`config.mk`:
```
export PLATFORM = sky130hd
export DESIGN_NAME = system_flit_gen
export DESIGN_NICKNAME = d
export VERILOG_FILES = /design/src/rtl/system_flit_gen_pkg.sv /design/src/rtl/system_flit_gen_req_fifo.sv /design/src/rtl/system_flit_gen.sv
export SDC_FILE = /design/constraint.sdc
export NUM_CORES = 1
export LEC_CHECK = 0
export ABC_AREA = 0
export CORE_ASPECT_RATIO = 0.6
export CORE_MARGIN = 5
export CORE_UTILIZATION = 45
export DETAILED_ROUTE_END_ITERATION = 8
export GPL_ROUTABILITY_DRIVEN = 0
export PLACE_DENSITY_LB_ADDON = 0.2
export RECOVER_POWER = 25
export SYNTH_ARGS = -nofsm -noshare
export SYNTH_HDL_FRONTEND = slang
export SYNTH_HIERARCHICAL = 1
export SYNTH_SLANG_ARGS = --single-unit
```
`constraint.sdc`:
```
create_clock -name clk -period 3.4 [get_ports clk]
set_input_delay 0.34 -clock clk [delete_from_list [all_inputs] [get_ports clk]]
set_output_delay 0.34 -clock clk [all_outputs]
set_load 0.01 [all_outputs]
```
`src/rtl/system_flit_gen_pkg.sv`:
```
// Shared types for the system-flit transmit path: node ids, opcodes, flit layout and the flit builder.
`timescale 1ns/1ps
package system_flit_gen_pkg;

   localparam int NODE_ID_W = 8;
   typedef logic [NODE_ID_W-1:0] node_id_t;

   localparam node_id_t BROADCAST_ID = 8'hFF;

   typedef enum logic [1:0] {
      SYS_JOIN_REQ  = 2'd0,
      SYS_ID_ASSIGN = 2'd1,
      SYS_ID_ACK    = 2'd2,
      SYS_HEARTBEAT = 2'd3
   } sys_opcode_t;

   typedef struct packed {
      sys_opcode_t      opcode;
      node_id_t         src;
      node_id_t         dst;
      logic [15:0]      payload;
   } flit_t;

   typedef enum logic [2:0] {
      ST_IDLE,
      ST_SEND_JOIN,
      ST_WAIT_ASSIGN,
      ST_SEND_ACK,
      ST_READY,
      ST_FAIL
   } join_state_t;

   function automatic flit_t make_system_flit(input sys_opcode_t opcode, input node_id_t src,
                                              input node_id_t dst, input logic [15:0] payload);
      flit_t f;
      f.opcode  = opcode;
      f.src     = src;
      f.dst     = dst;
      f.payload = payload;
      return f;
   endfunction

endpackage

```
`src/rtl/system_flit_gen_req_fifo.sv`:
```
// Two-entry FIFO of child random ids waiting for an ID_ASSIGN; a push while full is dropped
// unless a pop frees the slot in the same cycle.
`timescale 1ns/1ps
module system_flit_req_fifo
   import system_flit_gen_pkg::*;
(
   input  logic     clk,
   input  logic     rst,
   input  logic     push,
   input  node_id_t push_id,
   input  logic     pop,
   output node_id_t head_id,
   output logic     empty
);

   node_id_t   mem [2];
   logic       wr_ptr;
   logic       rd_ptr;
   logic [1:0] count;
   logic       full;
   logic       push_ok;
   logic       pop_ok;

   assign full    = (count == 2'd2);
   assign empty   = (count == 2'd0);
   assign pop_ok  = pop && !empty;
   assign push_ok = push && (!full || pop_ok);
   assign head_id = mem[rd_ptr];

   always_ff @(posedge clk or posedge rst) begin
      if (rst) begin
         wr_ptr <= 1'b0;
         rd_ptr <= 1'b0;
         count  <= 2'd0;
      end else begin
         if (push_ok) wr_ptr <= ~wr_ptr;
         if (pop_ok)  rd_ptr <= ~rd_ptr;
         case ({push_ok, pop_ok})
            2'b10:   count <= count + 2'd1;
            2'b01:   count <= count - 2'd1;
            default: count <= count;
         endcase
      end
   end

   // Storage carries no reset; validity is tracked by count alone.
   always_ff @(posedge clk) begin
      if (push_ok) mem[wr_ptr] <= push_id;
   end

endmodule

```
`src/rtl/system_flit_gen.sv`:
```
// System-flit transmitter: node join with retry/timeout, ID_ACK, and ID_ASSIGN answers to children.
// Optional heartbeat flits are built when SYSTEM_FLIT_HEARTBEAT_EN is defined.
`timescale 1ns/1ps
module system_flit_gen
   import system_flit_gen_pkg::*;
#(
   parameter int TIMEOUT_CYC = 1024,
   parameter int MAX_RETRY   = 7
`ifdef SYSTEM_FLIT_HEARTBEAT_EN
   ,
   parameter int HB_PERIOD   = 4096
`endif
)(
   input  logic     clk,
   input  logic     rst,
   input  logic     is_root,
   input  node_id_t random_id,
   input  node_id_t this_node_id,
   input  logic     id_valid,
   input  logic     child_req_valid,
   input  node_id_t child_req_random_id,
   input  node_id_t routing_id_counter,
   output logic     routing_id_counter_inc,
   output logic     flit_out_valid,
   input  logic     flit_out_ready,
   output flit_t    flit_out,
   output logic     join_done,
   output logic     join_fail
);

   join_state_t state;
   logic [15:0] timer;
   logic [15:0] timer_dec;
   logic [2:0]  retry;
   logic        transfer;
   logic        fifo_pop;
   logic        fifo_empty;
   node_id_t    fifo_head;

`ifdef SYSTEM_FLIT_HEARTBEAT_EN
   localparam int HB_W = $clog2(HB_PERIOD + 1);
   logic [HB_W-1:0] hb_cnt;
   logic            hb_pending;
`endif

   assign transfer  = flit_out_valid && flit_out_ready;
   assign fifo_pop  = transfer && (state == ST_READY) && (flit_out.opcode == SYS_ID_ASSIGN);
   assign timer_dec = (timer == 16'd0) ? 16'd0 : timer - 16'd1;

   system_flit_req_fifo u_req_fifo (
      .clk     (clk),
      .rst     (rst),
      .push    (child_req_valid),
      .push_id (child_req_random_id),
      .pop     (fifo_pop),
      .head_id (fifo_head),
      .empty   (fifo_empty)
   );

   // Handshake: a flit is presented by raising flit_out_valid with flit_out; both hold until
   // flit_out_ready is seen high on a clock edge (transfer = valid & ready), never retracted.
   always_ff @(posedge clk or posedge rst) begin
      if (rst) begin
         state                  <= ST_IDLE;
         flit_out_valid         <= 1'b0;
         flit_out               <= '0;
         routing_id_counter_inc <= 1'b0;
         join_done              <= 1'b0;
         join_fail              <= 1'b0;
         timer                  <= 16'd0;
         retry                  <= 3'd0;
`ifdef SYSTEM_FLIT_HEARTBEAT_EN
         hb_cnt                 <= '0;
         hb_pending             <= 1'b0;
`endif
      end else begin
         routing_id_counter_inc <= 1'b0;
         case (state)
            ST_IDLE: begin
               if (is_root) begin
                  state     <= ST_READY;
                  join_done <= 1'b1;
               end else begin
                  state          <= ST_SEND_JOIN;
                  flit_out_valid <= 1'b1;
                  flit_out       <= make_system_flit(SYS_JOIN_REQ, random_id, BROADCAST_ID, 16'h0);
               end
            end
            ST_SEND_JOIN: begin
               if (transfer) begin
                  flit_out_valid <= 1'b0;
                  timer          <= 16'(TIMEOUT_CYC);
                  state          <= ST_WAIT_ASSIGN;
               end
            end
            ST_WAIT_ASSIGN: begin
               // id_valid takes precedence over a timeout landing in the same cycle.
               if (id_valid) begin
                  state          <= ST_SEND_ACK;
                  flit_out_valid <= 1'b1;
                  flit_out       <= make_system_flit(SYS_ID_ACK, this_node_id, BROADCAST_ID, 16'h0);
               end else if (timer_dec == 16'd0) begin
                  timer <= 16'd0;
                  if (retry < 3'(MAX_RETRY)) begin
                     retry          <= retry + 3'd1;
                     state          <= ST_SEND_JOIN;
                     flit_out_valid <= 1'b1;
                     flit_out       <= make_system_flit(SYS_JOIN_REQ, random_id, BROADCAST_ID, 16'h0);
                  end else begin
                     state     <= ST_FAIL;
                     join_fail <= 1'b1;
                  end
               end else begin
                  timer <= timer_dec;
               end
            end
            ST_SEND_ACK: begin
               if (transfer) begin
                  flit_out_valid <= 1'b0;
                  join_done      <= 1'b1;
                  state          <= ST_READY;
               end
            end
            ST_READY: begin
               if (transfer) begin
                  flit_out_valid <= 1'b0;
                  if (flit_out.opcode == SYS_ID_ASSIGN) routing_id_counter_inc <= 1'b1;
               end else if (!flit_out_valid) begin
                  if (!fifo_empty) begin
                     flit_out_valid <= 1'b1;
                     flit_out       <= make_system_flit(SYS_ID_ASSIGN, this_node_id, BROADCAST_ID,
                                                        {fifo_head, routing_id_counter});
                  end
`ifdef SYSTEM_FLIT_HEARTBEAT_EN
                  else if (hb_pending) begin
                     flit_out_valid <= 1'b1;
                     hb_pending     <= 1'b0;
                     flit_out       <= make_system_flit(SYS_HEARTBEAT, this_node_id, BROADCAST_ID, 16'h0);
                  end
`endif
               end
            end
            ST_FAIL: begin
               join_fail <= 1'b1;
            end
            default: state <= ST_IDLE;
         endcase
`ifdef SYSTEM_FLIT_HEARTBEAT_EN
         // Placed after the FSM so a period ending on the clearing cycle is not lost.
         if (state == ST_READY) begin
            if (hb_cnt == HB_W'(HB_PERIOD - 1)) begin
               hb_cnt     <= '0;
               hb_pending <= 1'b1;
            end else begin
               hb_cnt <= hb_cnt + 1'b1;
            end
         end
`endif
      end
   end

endmodule

```
**After elaboration in Yosys (flattened, before gate mapping)**

Memory sizes are Yosys's and may differ from the RTL's.
Cells that the tools add are included.

- $add $sub $neg: 4
- Magnitude comparators: 1
- Equal/unequal tests: 22
- Muxes and demuxes: 42
- Bitwise logic cells: 4
- Reductions and logical operators: 27

Operators with widths:

| cell | number |
|---|---|
| $mux 34 | 7 |
| $pmux 34 s3 | 1 |
| $mux 16 | 4 |
| $logic_not 16->1 | 2 |
| $pmux 16 s2 | 1 |
| $ne 2x2->1 const B | 10 |
| $mux 1 | 18 |
| $mux 3 | 6 |
| $sub 16x1->16 const B | 1 |
| $pmux 3 s5 | 1 |
| $reduce_and 4->1 | 3 |
| $reduce_bool 2->1 | 4 |
| $reduce_and 7->1 | 1 |
| $eq 3x2->1 const B | 2 |
| $eq 3x3->1 const B | 2 |
| $ne 3x3->1 const B | 2 |
| $reduce_and 3->1 | 2 |
| $logic_and 1x1->1 | 5 |
| $reduce_and 5->1 | 1 |
| $eq 2x1->1 const B | 2 |
| $eq 2x2->1 const B | 2 |
| $not 1->1 | 4 |
| $pmux 1 s2 | 2 |
| $pmux 1 s4 | 1 |
| other kinds (14) | 16 |

- Bits in registers: 64
- Bits in writable memories: 16
- Bits of input ports: 38
- Output and inout port bits: 38
- Word-level logic and storage cells: 115
- Memories: 1

Memories:

| name | depth | bits a word | read ports | clocked after memory_dff | wr ports | RTL line | text |
|---|---|---|---|---|---|---|---|
| u_req_fifo.mem | 2 | 8 | 1 | 0 | 1 | system_flit_gen_req_fifo.sv:16 | `node_id_t mem [2];` |

**Logic depth before layout (Yosys ltp)**

Gate-level depths: netlist (run 1).

- Word-level depth: 8
- Mapped depth: 10
- Gate-level depth less buffers: 9

**Hierarchy**

The synthesis (run 1) kept the hierarchy.

Modules (own cells, without submodules):

| module | instances | cells each | area an instance (um2) | sequential area each (um2) |
|---|---|---|---|---|
| system_flit_gen | 1 | 270 | 2778.9 | 1326.3 |
| system_flit_req_fifo | 1 | 49 | 795.8 | 580.6 |

**Worst setup path after synthesis (run 1)**

OpenSTA, ideal clock, no wires.

- Kind: register -> register
- Start point: register timer[0]
- End point: register flit_out[26] in the netlist's numbering
- Library setup time: 125 ps
- Data arrival time: 2855 ps
- Data required time: 3275 ps
- Slack: 420 ps
- Stages on the path, launching flop included: 11
- Path buffers: 1
- Clock period less this slack: 2980 ps
- Path through: dfrtp_1 inv_1 ha_1 or3b_4 nor3_2 o21ai_0 a221oi_1 nor4_4 o21ai_4 buf_6 mux2_4

- Word-level cells in the longest chain between the ends: 5
- Elaborated cells on any way between the ends: 6
- Those cells by class: add/sub (1); eq/ne (1); mux (1); reduce/logical (3)

RTL lines:

| element | RTL line | text |
|---|---|---|
| from (decl) | system_flit_gen.sv:32 | `logic [15:0] timer;` |
| from (signal assigned) | system_flit_gen.sv:92 | `timer <= 16'(TIMEOUT_CYC);` |
| from (signal assigned) | system_flit_gen.sv:114 | `timer <= timer_dec;` |
| $sub 16x1->16 or $logic_not 16->1 (tied branches) | system_flit_gen.sv:48 | `assign timer_dec = (timer == 16'd0) ? 16'd0 : timer - 16'd1;` |
| $mux 16 (*) | system_flit_gen.sv:48 |  |
| $logic_not 16->1 (*) | system_flit_gen.sv:102 | `end else if (timer_dec == 16'd0) begin` |
| $ne 3x3->1 (no line) (*) | n/a |  |
| $reduce_and 7->1 (no line) (*) | n/a |  |
| to (signal assigned) | system_flit_gen.sv:101 | `flit_out <= make_system_flit(SYS_ID_ACK, this_node_id, BROADCAST_ID, 16'h0);` |
| to (signal assigned) | system_flit_gen.sv:108 | `flit_out <= make_system_flit(SYS_JOIN_REQ, random_id, BROADCAST_ID, 16'h0);` |
| to (signal assigned) | system_flit_gen.sv:131 | `flit_out <= make_system_flit(SYS_ID_ASSIGN, this_node_id, BROADCAST_ID,` |
| to (decl) | system_flit_gen.sv:26 | `output flit_t flit_out,` |

Mark *: on every way between the ends. The rest lies on a longest branch, timed or not.
A chain may end at the register's enable or synchronous reset.

**Final worst setup path (run 1)**

- Start point: register timer[0]
- End point: register flit_out[31] in the netlist's numbering

Same word-level chain as after synthesis.

==> results of run 1 <==
-- cell type report --
cell class,count,area [sq um]
clock buffers,9,225.2
clock inverters,7,61.31
repair buffers,86,843.3
fillers,644,3089
flip-flops and latches,73,1907
well taps,108,135.1
inverters,11,41.29
multi-input cells,216,1518
-- Yosys cell counts (all sizes together), types with 3 or more instances --
master,instances
nand3,8
or3,4
a22oi,3
clkbuf,8
inv,11
edfxtp,16
xnor2,4
a22o,16
nor3,10
o211ai,3
nor4,7
and3,5
nor2,21
mux2,26
o31ai,5
a21oi,14
ha,3
buf,11
o21ai,16
nand2b,6
nand2,27
dfrtp,57
-- flip-flops by register name (all words and copies together), names as in the netlist, 2 cells and up --
signal            flops
flit_out             27
timer                16
u_req_fifo/mem       16
retry                 3
state                 3
u_req_fifo/count      2
-- how the worst min path moves through the flow --
stage / to / slack (ns)
6_report: u_req_fifo/count[0] / 0.38
3_5_place_dp: u_req_fifo/wr_ptr / 0.48
4_1_cts: u_req_fifo/count[0] / 0.26
3_3_place_gp: join_fail / 0.46
2_1_floorplan: u_req_fifo/count[0] / 0.11
5_1_grt: u_req_fifo/count[0] / 0.41
-- metal layers --
layer | share of wire [%] | GRT usage [%] | vias to the layer above
met2 | 41 | 25.29 | 129
met3 | 9.1 | 6.317 | 12
met5 | 0 | 0 | -
met1 | 49 | 25.25 | 1338
met4 | 1.2 | 5.303 | 0
li1 | - | - | 1336
-- through the flow --
| step | utilization (%) | cell area [sq um] | setup slack [ns] | hold slack (ns) |
|---|---|---|---|---|
| after floorplan | - | 3575 | 0.4197 | 0.1061 |
| after global placement | 56.86 | 4447 | 0.3067 | 0.4560 |
| after detailed placement | 56.86 | 4447 | 0.2189 | 0.4794 |
| after CTS | 60.53 | 4733 | 0.2030 | 0.2634 |
| after global routing | 60.50 | 4731 | 0.01826 | 0.4070 |
| final | 60.50 | 4731 | 0.2374 | 0.3758 |
-- cell families after synthesis --
| group | after synthesis |
|---|---|
| adders and majority gates | 3 |
| and+or+nand+nor | 105 |
| muxes | 28 |
| DFF | 73 |
| xor gates and xnor gates | 5 |
| buffers and inverters | 30 |
| AOI/OAI and AO/OA | 75 |
-- worst reg2reg max path: cells and delay by family, from the launching register on --
family,cells,cell delay (ns)
compound gates,3,1.01
fa+ha+maj,1,0.25
simple gates,3,0.66
buf+inv,2,0.30
flops,1,0.42
mux,1,0.41
-- power by group --
group          total (mW)  leakage (nW)  switching (mW)  internal [mW]
clock network       0.898         0.142           0.339          0.559
logic                1.84         0.917           0.876          0.964
registers            1.53         0.857           0.317           1.21
==> summary.txt, run 1 <==
STA
  – Final number of setup-violating endpoints: 0
  – Final Hold Fails: 0
  – Worst-margin pin slew: 0.9373 ns
  – Pins Over Slew Limit: 0
  – Clock Skew: 0.005985 ns
  – Slew HR: 37.51%
  – Setup_tns: 0 ns
  – Fmax: between 300 and 400 MHz
  – Final min period: 3.163 ns
  – Period utilization: around 93%
  – Unrepaired setup endpoints after global routing: no

Worst setup path
  – CP Capture Type: register
  – CP Capture Point: flit_out[31]
  – CP top delay family: compound AO/OA/AOI/OAI gates
  – FF-to-FF End: flit_out[31]
  – R2R setup slack: 0.24 ns
  – Buf/Inv on CP: 2
  – CP required: 3.60 ns
  – Worst R2R Path Depth: 10
  – Arrival time at the worst endpoint: 3.37 ns
  – Worst path depth: 10
  – Beginning of the critical path: timer[0]
  – Slowest cell on the critical path: a221oi_1
  – WS Path Type: reg -> reg
  – Max incr delay on CP: roughly 0.48 ns
  – Worst-path fanout max: 13
  – Startpoint types: register
  – Crit Reg-Reg Startpoint: timer[0]
  – Worst path cell trace: inv_1 > ha_1 > or3b_4 > nor3_2 > buf_4 > o21ai_0 > a221oi_1 > nor4_4 > o21ai_4 > mux2_2

Yosys
  – Mux share of post-synthesis cell area: ~8.9%
  – Main area contributors after synthesis: dfrtp_1 40%, edfxtp_1 13%, mux2_2 7.9%, a22o_1 3.9%, nand2_1 2.7%
  – Syn Inst Count: 319
  – Largest area contributor in the netlist: dfrtp_1
  – Largest family of logic cells by synthesized area: simple AND/OR/NAND/NOR gates
  – Post-synth ARST share: about 80%
  – Avg Synthesized Cell Area: 11.21 sq um
  – Distinct cells, synth: 60
  – Xor/xnor share of the synthesized area: 1.225%
  – Synth warn: 6
  – Post-synth top flop: dfrtp_1
  – Sequential area share after synthesis: between 50% and 60%
  – Yosys top cell area share: ~40%
  – #FFs+latches synth: between 70 and 80
  – Post-Synth Simple-Gate Area: between 10% and 20%
  – Synth Area in Compound Gates: 14.84%
  – Post-synth EDFFs: 16
  – Adder-Cell Fraction of Synth Area: between 1 and 1.5%
  – Syn Nets: 360
  – Mapped Area: 3575 sq um

Floorplanning
  – Die width: 125.1 um
  – DIE AREA: ~9900 sq um
  – Initial core utilization: a little under half
  – I/O pins: 76
  – CORE AREA: a little under 8000 sq um
  – Core Rows: 25
  – Die height: 79.04 um

Global routing
  – Global-route wire length before repair: 14.01 mm
  – All-Layer GR Usage: 17.70%
  – Global route overflow: 0
  – Initial antenna violation count: 0
  – Vias in the first global route: 2,771
  – Largest net degree at the start of global routing: 39

Clock tree
  – Num CTS Buffers: 9
  – CTS tree: done
  – Setup bufs post-CTS: 0
  – CTS Hold Bufs: 0
  – # clock sinks: 73
  – Maximum root-to-sink buffer count: 2
  – Clock transition at path regs: 0.06 ns
  – Resized cells post-CTS: 0
  – H-tree Lvls: 3
  – Clock latency on the worst-skew pair: 0.32 ns
  – Root Buffer: clkbuf_16

Detailed routing
  – Vias/cell: 5.520
  – Final ANT Viol Nets: 0
  – Iteration-0 DRC Markers: 213
  – WL final: 8.347 mm
  – DRC violations left: 0
  – Routed len/inst: 16.37 um
  – Vias: 2,815
  – First drt pass iteration count: 5

Placement
  – I/O Buffers: 75
  – HPWL Detailed: 6.147 mm
  – Placed cells: 494

Layout
  – Inserted Diodes: 0
  – Post-Layout Cell Count: 510
  – Share of cells above drive strength 1: 15.92%
  – Commonest non-fill, non-tap cells in the layout: 66 x clkdlybuf4s50_1, 57 x dfrtp_1, 26 x nand2_1
  – Final net count: 438
  – Layout area overhead: 32.34%
  – Commonest non-fill, non-tap cell in the layout: clkdlybuf4s50_1

Status
  – Status: finished clean

Power and ir drop
  – Cell Pwr Density: 902.1 nW/um^2
  – Lkg Pwr: about 1.9 nW
  – Pwr Total: 4.268 mW
  – Peak VDD IR: approximately 0.35 mV

Job
  – Max Cap Viol: 0

Worst hold path
  – Hold Path Class: in -> async
No activity file was read; power rests on OpenSTA's default activity.
==> inputs of run 2 (changes only) <==
CELL_PAD_IN_SITES_DETAIL_PLACEMENT = 2   (was unset)
CELL_PAD_IN_SITES_GLOBAL_PLACEMENT = 2   (was unset)
CORE_UTILIZATION = 29   (was 45)
clock period = 2.85 ns   (was 3.4 ns; I/O delays follow)
==> run 2 against run 1 <==
Effect of this change:
- the flow now finishes with violations (negative setup slack)
- global-route usage decreased by 1.5 points
- hold slack got worse by 0.064 ns
- final cell count up 16%
- setup slack got worse by 0.26 ns
- largest cell class unchanged
==> summary.txt, run 2 (same netlist as run 1, synthesis figures left out) <==
Power and ir drop
  – Psw: 2.147 mW
  – Pwr Total: ~5.8 mW
  – Sw Share: 37.01%
  – Clk pwr share: between 20% and 30%
  – Combinational share of power: 47.7%
  – Cell Pwr Density: 1140 nW/um^2
  – Pint: approximately 3.7 mW
  – Reg power frac: 30.6%
  – Lkg Pwr: 2.060 nW
  – Peak VDD IR: 0.3740 mV

Layout
  – Fillcell total: 1,241
  – Inserted Diodes: 0
  – Commonest non-fill, non-tap cell in the layout: clkdlybuf4s50_1
  – Fin util: 42.17%
  – Biggest regs: flit_out x27, timer x16, u_req_fifo/mem x16
  – Share of cells above drive strength 1: 22.77%
  – Final net count: 462
  – Commonest non-fill, non-tap cells in the layout: 66 x clkdlybuf4s50_1, 57 x dfrtp_1, 32 x buf_4
  – Layout area overhead: 42.32%
  – Number of flip-flops in the largest register: 27
  – Biggest register: flit_out

Worst setup path
  – CP Capture Point: retry[0]
  – CP top delay family: simple AND/OR/NAND/NOR gates
  – Worst path cell trace: inv_2 > ha_4 > or4b_1 > or4_4 > a221o_1 > nor4_4 > buf_4 > o21ai_1 > mux2_2
  – Buf/Inv on CP: 2
  – Worst path depth: 9
  – Startpoint types: register
  – Crit Reg-Reg Startpoint: timer[1]
  – R2R setup slack: -0.02 ns
  – Worst-path fanout max: 5
  – Worst R2R Path Depth: 9
  – Max incr delay on CP: 0.49 ns
  – WS Path Type: reg -> reg
  – Slowest cell on the critical path: or4_4
  – CP Capture Type: register
  – Beginning of the critical path: timer[1]
  – FF-to-FF End: retry[0]
  – CP required: about 3.1 ns
  – Arrival time at the worst endpoint: 3.09 ns

Worst hold path
  – Hold Path Class: in -> async

Floorplanning
  – Core Rows: 31
  – Die height: 96 um
  – Die width: 153.3 um
  – DIE AREA: 14,720 sq um
  – Initial core utilization: between 20 and 30%
  – CORE AREA: about 12,000 sq um
  – I/O pins: 76

Detailed routing
  – Vias/cell: 4.990
  – Final ANT Viol Nets: 0
  – WL final: about 11 mm
  – First drt pass iteration count: 4
  – Routed len/inst: 19.42 um
  – Iteration-0 DRC Markers: 122
  – Vias: just under 3,000
  – DRC violations left: 0

Clock tree
  – Clock latency on the worst-skew pair: 0.34 ns
  – # clock sinks: between 70 and 80
  – Maximum root-to-sink buffer count: 2
  – Clock transition at path regs: 0.06 ns
  – H-tree Lvls: 3
  – Root Buffer: clkbuf_16
  – Num CTS Buffers: 9
  – CTS Hold Bufs: 0
  – CTS tree: done

Placement
  – I/O Buffers: 75
  – Place WS: -0.05391 ns
  – HPWL Detailed: 8.469 mm

Global routing
  – All-Layer GR Usage: 16.23%
  – Initial antenna violation count: 0
  – Vias in the first global route: approximately 3,300
  – Largest net degree at the start of global routing: 32
  – Global route overflow: 0
  – Global-route wire length before repair: 18.60 mm

STA
  – Final Hold Fails: 0
  – Final min period: 2.872 ns
  – Setup slack after layout: -0.02199 ns
  – Worst-margin pin slew: 0.9911 ns
  – Fmax: ~350 MHz
  – Pins Over Slew Limit: 0
  – Unrepaired setup endpoints after global routing: yes
  – Setup_tns: -0.04783 ns
  – Period utilization: 100.8%
  – Final number of setup-violating endpoints: 4
  – Clock Skew: 0.007727 ns
  – Slew HR: around a third

Job
  – Max Cap Viol: 0

Status
  – Failing checks: negative setup slack
  – Status: finished with violations
## run 2: cell types whose count changed in the layout (fill, tap and decap cells not counted), sizes merged
cell	before	now
buf	10	35
inv	11	14
clkbuf	10	9
clkinv	5	0
bufinv	1	2
clkinvlp	1	2
## run 2: routing by layer
metal	vias to the layer above	GRT usage [%]	share of wire, %
met1	1505	23.65	53
met3	8	3.908	2.9
li1	1384	-	-
met4	0	3.747	0.87
met5	-	0	0
met2	52	24.49	44
## run 2: worst min path at each step
| stage | depth (start not counted) | start | endpoint |
|---|---|---|---|
| 6_report | 2 | rst | u_req_fifo/count[0] |
| 5_1_grt | 2 | rst | u_req_fifo/count[1] |
| 4_1_cts | 2 | rst | u_req_fifo/count[1] |
| 3_5_place_dp | 1 | join_done | join_done |
| 3_3_place_gp | 2 | join_fail | join_fail |
| 2_1_floorplan | 1 | rst | u_req_fifo/count[0] |
## run 2: power by group through the flow
stage | Clock [mW] | Sequential, mW | Combinational [mW]
floorplan | 0 | 1.77 | 1.47
global placement | 0 | 1.76 | 2.63
detailed placement | 0 | 1.79 | 2.69
CTS | 1.29 | 1.78 | 2.75
global route | 1.34 | 1.83 | 3.02
finish | 1.26 | 1.77 | 2.77
## run 2: layout make-up
type / instances / area (sq um) / area share [%]
clock buffer: 9 / 225.2 / 4.427
clock inverter: 7 / 101.3 / 1.992
tap: 165 / 206.4 / 4.058
timing repair buffer: 110 / 1042 / 20.49
inverter: 11 / 41.29 / 0.8116
sequential: 73 / 1907 / 37.48
multi-input combinational: 216 / 1564 / 30.74
## run 2: metrics by stage
step,hold slack (ns),area (sq um),std cells
2_1_floorplan,0.05108,3593,319
3_3_place_gp,0.4599,4707,572
3_5_place_dp,0.4757,4707,572
4_1_cts,0.1969,5061,590
5_1_grt,0.3282,5087,591
6_report,0.3116,5087,591
## run 2: timing repair
action | in CTS | in global routing
buffers inserted | 2 | 1
cloned | 0 | 0
setup endpoints to repair | 10 | 27
pin swaps | 0 | 0
gates resized for setup | 4 | 4
